===== config.mk =====
export PLATFORM = sky130hd
export DESIGN_NAME = thermo_seq
export DESIGN_NICKNAME = d
export VERILOG_FILES = /design/src/rtl/thermo_seq.sv
export SDC_FILE = /design/constraint.sdc
export NUM_CORES = 1
export LEC_CHECK = 0
export CAP_MARGIN = 20
export CORE_MARGIN = 5
export CORE_UTILIZATION = 41
export DETAILED_ROUTE_END_ITERATION = 10
export PLACE_DENSITY = 0.81
export SYNTH_ARGS = -nofsm -noshare
export SYNTH_HDL_FRONTEND = slang
export SYNTH_SLANG_ARGS = --single-unit

===== constraint.sdc =====
create_clock -name clk_trl -period 2.3 [get_ports clk_trl]
set_input_delay 0.46 -clock clk_trl [delete_from_list [all_inputs] [get_ports clk_trl]]
set_output_delay 0.46 -clock clk_trl [all_outputs]
set_load 0.05 [all_outputs]

===== src/rtl/thermo_seq.sv =====
// Thermometer-code step sequencer: a level in 0..WIDTH shown as an LSB-aligned
// run of ones, stepped in fill-wrap, fill-saturate, bounce or drain-wrap mode.
module thermo_seq #(
    parameter  int WIDTH = 8,
    localparam int LW    = $clog2(WIDTH + 1)
) (
    input  logic             clk_trl,
    input  logic             reset,
    input  logic             en,
    input  logic [1:0]       mode,
    input  logic             load,
    input  logic [LW-1:0]    load_level,
    output logic [WIDTH-1:0] state,
    output logic [LW-1:0]    level,
    output logic             wrap,
    output logic             full,
    output logic             empty
);

    typedef enum logic {
        DIR_UP   = 1'b0,
        DIR_DOWN = 1'b1
    } dir_t;

    localparam logic [1:0]    MODE_FILL_WRAP = 2'b00;
    localparam logic [1:0]    MODE_FILL_SAT  = 2'b01;
    localparam logic [1:0]    MODE_BOUNCE    = 2'b10;
    localparam logic [1:0]    MODE_DRAIN     = 2'b11;
    localparam logic [LW-1:0] MAX_LEVEL      = LW'(WIDTH);

    dir_t             dir;
    dir_t             nxt_dir;
    logic [LW-1:0]    nxt_level;
    logic             nxt_wrap;
    logic [WIDTH-1:0] nxt_state;

    always_ff @(posedge clk_trl or negedge reset) begin
        if (!reset) begin
            level <= '0;
            state <= '0;
            dir   <= DIR_UP;
            wrap  <= 1'b0;
        end else begin
            level <= nxt_level;
            state <= nxt_state;
            dir   <= nxt_dir;
            wrap  <= nxt_wrap;
        end
    end

    // Direction only matters in bounce; every other mode parks it at up so
    // entering bounce starts climbing (or turns at once from the top).
    always_comb begin
        nxt_level = level;
        nxt_dir   = (mode == MODE_BOUNCE) ? dir : DIR_UP;
        nxt_wrap  = 1'b0;
        if (load) begin
            nxt_level = (load_level > MAX_LEVEL) ? MAX_LEVEL : load_level;
            nxt_dir   = ((nxt_level == MAX_LEVEL) && (mode == MODE_BOUNCE)) ? DIR_DOWN : DIR_UP;
        end else if (en) begin
            case (mode)
                MODE_FILL_WRAP: begin
                    if (level < MAX_LEVEL) begin
                        nxt_level = level + LW'(1);
                    end else begin
                        nxt_level = '0;
                        nxt_wrap  = 1'b1;
                    end
                end
                MODE_FILL_SAT: begin
                    if (level < MAX_LEVEL) begin
                        nxt_level = level + LW'(1);
                    end
                end
                MODE_BOUNCE: begin
                    if (dir == DIR_UP) begin
                        if (level < MAX_LEVEL) begin
                            nxt_level = level + LW'(1);
                        end else begin
                            nxt_level = MAX_LEVEL - LW'(1);
                            nxt_dir   = DIR_DOWN;
                            nxt_wrap  = 1'b1;
                        end
                    end else begin
                        if (level > '0) begin
                            nxt_level = level - LW'(1);
                        end else begin
                            nxt_level = LW'(1);
                            nxt_dir   = DIR_UP;
                            nxt_wrap  = 1'b1;
                        end
                    end
                end
                MODE_DRAIN: begin
                    if (level > '0) begin
                        nxt_level = level - LW'(1);
                    end else begin
                        nxt_level = MAX_LEVEL;
                        nxt_wrap  = 1'b1;
                    end
                end
                default: begin
                    nxt_level = level;
                end
            endcase
        end
    end

    // Built bit by bit so level == WIDTH cannot overflow a shift.
    always_comb begin
        nxt_state = '0;
        for (int i = 0; i < WIDTH; i++) begin
            nxt_state[i] = (LW'(i) < nxt_level);
        end
    end

    always_comb begin
        full  = (level == MAX_LEVEL);
        empty = (level == '0);
    end

endmodule


==> results.txt, run 1 <==
- Before CTS, the worst setup slack after placement is approximately 46 ps.
* Fraction of synthesis flops using an asynchronous set or reset pin: 100.0%
- The number of global-route vias before repair is 832.
- Status: finished clean
* Via/cell ratio: between 5 and 6
* H-tree depth: 1
- DP HPWL: roughly 1800 um
- Global-route wire length before repair: 3691 um
* Total gr overflow: 0
* Post-route fraction of the period consumed by the critical path: between 90% and 100%
* Hold_ws: 542.6 ps
* Highest Clock Rate: 0.4535 GHz
- The most used flip-flop cell after synthesis is dfrtp_1.
- STA classifies the critical path startpoint as a flip-flop.
- Final critical-path setup slack: 94.90 ps
- Entering global routing, the biggest net connects 14 pins.
- Proportion of layout cells with a drive suffix above 1: about 20%
- In this run the power spent charging and discharging nets is 366.5 uW.
- Maximum buffer depth of the clock tree: 2
- Class of the worst hold path: primary input to async pin
* Mean Syn Cell Area: 8.999 um^2
- The final number of hold-violating endpoints came to 0.
- The synthesized design contains 13 register bits.
- Most common cell in the netlist: dfrtp_1
- Number of flops mapped to enable cells by yosys: 0
- Power spread over the standard cell area amounts to 704.2 nW/um^2.
- Drt first-iter violations: 27
- TritonCTS built the clock tree.
- In this run the worst path has a maximum fanout of 8.
- At the pin with the least slew margin, the transition time is about 540 ps.
- Area share of the leading cell type in the synthesized netlist: 36.52%
* Core footprint: ~2000 um^2
- For this configuration, the core starts out at a cell density of around 44%.
- Clock transition at the registers of the reported paths: approximately 70 ps
* FP Rows: 16
- Netlist cell types: 40
* Start of the worst register-to-register path: level[1]$_DFF_PN0_
* Leading cell types by count after synthesis: dfrtp_1 (13), inv_1 (8), nand2_1 (7), o21ai_0 (7), nor3_1 (6)
* Die area: around 3200 um^2
- Sum of negative setup slack: 0 ps
* Portion of total power attributed to the clock network: between 10% and 20%
- Dividing the detail-routed wire length by the instance count gives ~14 um.
- For this design, the CTS-stage hold fixing added 0 buffers.
- The pre-antenna-repair detailed-routing pass consisted of 4 iterations.
* Remaining DRCs: 0
- During synthesis, Yosys emitted a total of 0 warnings.
- The final layout contains routed wiring with a total length of between 2000 and 2500 um.
* Gr usage total: 14.39%
- At the later pin of the worst-skew pair, clock insertion delay measures approximately 270 ps.
- The initial antenna violation count came to 0.
- Kind of end point of the critical path: primary output
- In the synthesized netlist, the number of instances is slightly below 100.
- Post-DRT Antenna Nets: 0
- Leakage component of the power: 0.0005256 uW
- Top-level I/O count: 25
- Synth area leaders: dfrtp_1 (37%), ha_1 (5.6%), o21ai_0 (3.9%)
* Data arrival at the endpoint of the critical path: 1750 ps
* Max-capacitance violation count: 0
* Number of buffers inserted during clock tree synthesis: 3
- Slew margin rel.: around 64%
* Skew final: about 1.0 ps
- Cell type with the largest total area after synthesis: dfrtp_1
- Setup fix buffers added after clock tree synthesis: 0
* Power Internal: roughly 500 uW
- Once the clock tree was built, the resizer swapped 0 gates to a different size.
- The max-slew violation count came to 0.
- In this run the worst setup path begins at level[3]$_DFF_PN0_.
- The critical path is of the flip-flop to primary output type.
- Setup repair after global routing left no endpoint under its margin.
- The clock period could shrink to roughly 2200 ps.
- Routed vias: 856
* Proportion of synthesized chip area in sequential cells: a little over a third
- At the end of routability-driven placement, the weighted congestion stood at slightly above 0.9.
* Final net count: between 100 and 150
* Logic gate share of total power: between 50 and 60%
- The die is around 57 um wide.
- Filler-free cell count of the finished design: between 150 and 200
- When the netlist entered floorplanning its net count stood at between 100 and 150.
* Switching fraction of total power: 42.07%
- Vertical extent of the die: between 50 and 60 um
- Number of sinks handled by clock tree synthesis: 13
- Sequential Power Share: roughly a third
- Setup violations remaining at the end of the flow were counted as 0.
- The repair_antennas step left the layout with diodes totalling 0.
* Summed instance area of the synthesized netlist: 890.9 um^2
* Number of buffers added on ports: 24
- Crit path required time: approximately 1800 ps
- Placed insts: 152
- Clock root buffer: clkbuf_4
- Layout overhead on the synthesized area: 38.90%
- Worst IR drop on VDD: roughly 0.00044 V
[power groups by stage]
stage	combinational [uW]	clock [uW]	sequential, uW
floorplan	194	0	395
finish	454	132	286
global placement	446	0	289
detailed placement	454	0	290
CTS	455	139	285
global route	483	152	290
[logic make-up after synthesis]
| family | Yosys count | share of synthesized area (%) |
|---|---|---|
| simple gates | 36 | 22.47 |
| compound gates | 27 | 23.31 |
| buf+inv | 16 | 8.988 |
| flops | 13 | 36.52 |
| fa+ha+maj | 4 | 5.618 |
| xor+xnor | 2 | 1.967 |
| mux | 1 | 1.124 |
[per-stage QoR]
step / utilization, % / instance area, um^2 / total power, uW
4_1_cts: 61.20 / 1237 / 878.8
5_1_grt: 61.20 / 1237 / 925.6
6_report: 61.20 / 1237 / 871.3
2_1_floorplan: - / 895.9 / 588.5
3_5_place_dp: 59.90 / 1211 / 744.3
3_3_place_gp: 59.90 / 1211 / 735.3
[cell type report]
class                           count  area, um^2
Clock buffer                        4       26.28
Timing Repair Buffer               33       327.8
Fill cell                         181       784.5
Sequential cell                    13       327.8
Inverter                            9       36.28
Tap cell                           27       33.78
Multi-Input combinational cell     70       485.5
[cell usage in the layout, fill, tap and decap left out, drive strengths merged, types with 4 or more instances in the layout]
master,synthesis,final
nand3,5,5
nor3,6,6
dfrtp,13,13
a21oi,5,5
clkbuf,3,4
o21ai,8,8
and2b,4,4
clkdlybuf4s50,0,22
buf,4,11
ha,4,4
nor2,5,5
nand2,7,7
inv,9,9
[critical path: stages (launching register included)]
cell and delay (ps):
dfrtp_1 460, buf_4 210, clkdlybuf4s50_1 810
[state kept, by name, summed over array words and instances, names as in the netlist]
name   count
dir        1
state      7
level      4
wrap       1
[metal layers]
layer	part of all wire (%)	vias up	global-route usage, %
met5	0	-	0
met4	0	0	3.390
met3	5.3	0	4.128
met2	52	33	24.75
met1	42	416	17.56
li1	-	407	-
[final timing paths]
kind / to / depth (start not counted) / slack, ps
setup / recovery: level[3] / 2 / 90
hold / removal: level[3]$_DFF_PN0_ / 1 / 540
setup reg to reg: state[6]$_DFF_PN0_ / 8 / 110
hold reg to reg: level[0]$_DFF_PN0_ / 5 / 820
max in group asynchronous: level[0]$_DFF_PN0_ / 1 / 1370
min in group clk_trl: level[0]$_DFF_PN0_ / 5 / 820
Power figures use the tool's default switching activity.
==> run 2: changes to the inputs <==
--- a/config.mk
+++ b/config.mk
@@ -9,6 +9,7 @@
 export CORE_MARGIN = 5
 export CORE_UTILIZATION = 41
 export DETAILED_ROUTE_END_ITERATION = 10
+export MAX_ROUTING_LAYER = met4
 export PLACE_DENSITY = 0.81
 export SYNTH_ARGS = -nofsm -noshare
 export SYNTH_HDL_FRONTEND = slang
==> results.txt, run 2 (synthesized netlist as in run 1, its figures left out) <==
- Worst IR drop on VDD: approximately 0.00060 V
* Sum of negative setup slack: 0 ps
- Skew final: ~3.7 ps
* Number of global-route vias before repair: approximately 800
- Worst setup path class: flip-flop to flip-flop
- Power comes to approximately 900 uW.
- Count of fill cells added during filler insertion: 172
- Hold-fix buffers at CTS: 0
* Number of buffers added on ports: 24
* Clock transition at the registers of the reported paths: around 70 ps
* Proportion of layout cells with a drive suffix above 1: 21.97%
- Number of sinks handled by clock tree synthesis: 13
- Vertical extent of the die: 56.62 um
- Endpoints failing setup: 0
* Clock root buffer: clkbuf_4
- In the final routed layout, each cell accounts on average for 14.03 um.
- Insertion delay of the later-clocked pin in the worst-skew pair: between 200 and 300 ps
- Leakage component of the power: about 0.00054 uW
* CP max FO: 5
* Number of buffers inserted during clock tree synthesis: 3
- Layout overhead on the synthesized area: 41.43%
* Data arrival at the endpoint of the critical path: 2340 ps
- Post-route fraction of the period consumed by the critical path: between 90% and 100%
- Startpoint Class: flip-flop
- Static timing analysis puts the maximum clock frequency at around 0.46 GHz.
- Once the floorplan was initialized, standard cells occupied between 40% and 50% of the core.
* Via/cell ratio: about 5.4
- Final slew viol count: 0
- Max-capacitance violation count: 0
- The first TritonRoute pass finished after 4 iterations.
- Final routed wirelength across all metal layers: approximately 2200 um
- In this run the count of I/O pins placed on the die edge is 25.
- Global-route wire length before repair: between 3000 and 4000 um
- Core footprint: 2022 um^2
* Number of diodes: 0
- Final count of hold timing violations: 0
- The worst setup path is captured at a flip-flop.
- The first routing iteration left 26 violations.
- Status: finished clean
- Transition time at the pin with the least slew margin: between 500 and 600 ps
- The min-delay analysis places its worst path in the category primary input to async pin.
* DP HPWL: approximately 1800 um
* Remaining DRCs: 0
* Horizontal die dimension: roughly 57 um
- TritonCTS clock tree: yes
* Power density over cell area: around 700 nW/um^2
- Entering global routing, the biggest net connects 14 pins.
- Number of flip-flops under the largest register name: 7
* Largest registers: state (7), level (4)
- After clock tree synthesis, the repair step resized 0 gates.
- In the layout the commonest cells are clkdlybuf4s50_1 (22), buf_4 (12), dfrtp_1 (11).
- Setup fix buffers added after clock tree synthesis: 0
- Leaving out fill and tap cells, the most frequent cell in the layout is clkdlybuf4s50_1.
- The initial antenna violation count is 0.
* FP Rows: 16
- Across every metal layer, demand over resource in global routing totals between 15 and 20%.
- Unrepaired setup endpoints after global routing: no
* Utilization after layout: around 62%
- Once layout is complete, the cells apart from fillers number 159.
- In this run the number of H-tree levels came out at 1.
- Crit path required time: about 2500 ps
* Die area: ~3200 um^2
- In this run, placement finished with an instance count of around 160.
* Total gr overflow: 0
* Register containing the most flip-flops in the final layout: state
- Minimum clock period after layout: 2155 ps
- Post-DRT Antenna Nets: 0
- Routability-driven placement finished with a final weighted congestion of around 0.87.
- No sink is reached through more buffers than the 2 on the longest clock path.
* Slew margin rel.: around 62%
- After the last flow step, the layout net total stands at about 150.
- Summing over every cut layer, the via total after detailed routing is around 850.
run 2: worst paths after layout:
kind / from / end / slack (ps) / cells after the start
max: level[0]$_DFF_PN0_ / state[6]$_DFF_PN0_ / 140 / 8
min: reset / state[5]$_DFF_PN0_ / 550 / 1
max reg2reg: level[0]$_DFF_PN0_ / state[6]$_DFF_PN0_ / 140 / 8
min reg2reg: level[0]$_DFF_PN0_ / level[0]$_DFF_PN0_ / 820 / 5
max in group asynchronous: reset / level[0]$_DFF_PN0_ / 1350 / 1
min in group clk_trl: level[0]$_DFF_PN0_ / level[0]$_DFF_PN0_ / 820 / 5
run 2: layer usage:
metal	share of wire, %	vias to the layer above	global-route usage [%]
met5	0	-	-
met4	1.7	0	6.441
met3	5.6	4	3.440
met2	48	37	23.60
met1	44	390	19.97
li1	-	421	-
run 2: per-stage QoR:
stage | instance area (um^2) | hold slack (ps) | setup WS (ps)
2_1_floorplan | 895.9 | 164.4 | 37.57
3_3_place_gp | 1234 | 789.1 | 70.05
6_report | 1260 | 548.6 | 144.6
5_1_grt | 1260 | 592.9 | 25.76
4_1_cts | 1260 | 555.3 | 149.4
3_5_place_dp | 1234 | 818.8 | 33.77
run 2: area by class of cell:
class	count	area, um^2	share of cell area, %
Clock buffer	4	26.28	2.085
Inverter	9	36.28	2.880
Multi-Input combinational cell	70	485.5	38.53
Sequential cell	13	327.8	26.02
Tap cell	27	33.78	2.681
Timing Repair Buffer	36	350.3	27.81
run 2: critical path, stage by stage (launching register included):
cell      delay [ps]
dfrtp_2          360
inv_2             50
ha_1             230
or3b_4           280
inv_4             50
or3_1            350
a311oi_2         360
a21oi_2          110
o31ai_2          260
run 2: where the power goes:
part           switching [uW]  total (uW)  internal (uW)
combinational             287         471            184
clock                    67.3         134           67.2
sequential               16.4         277            261
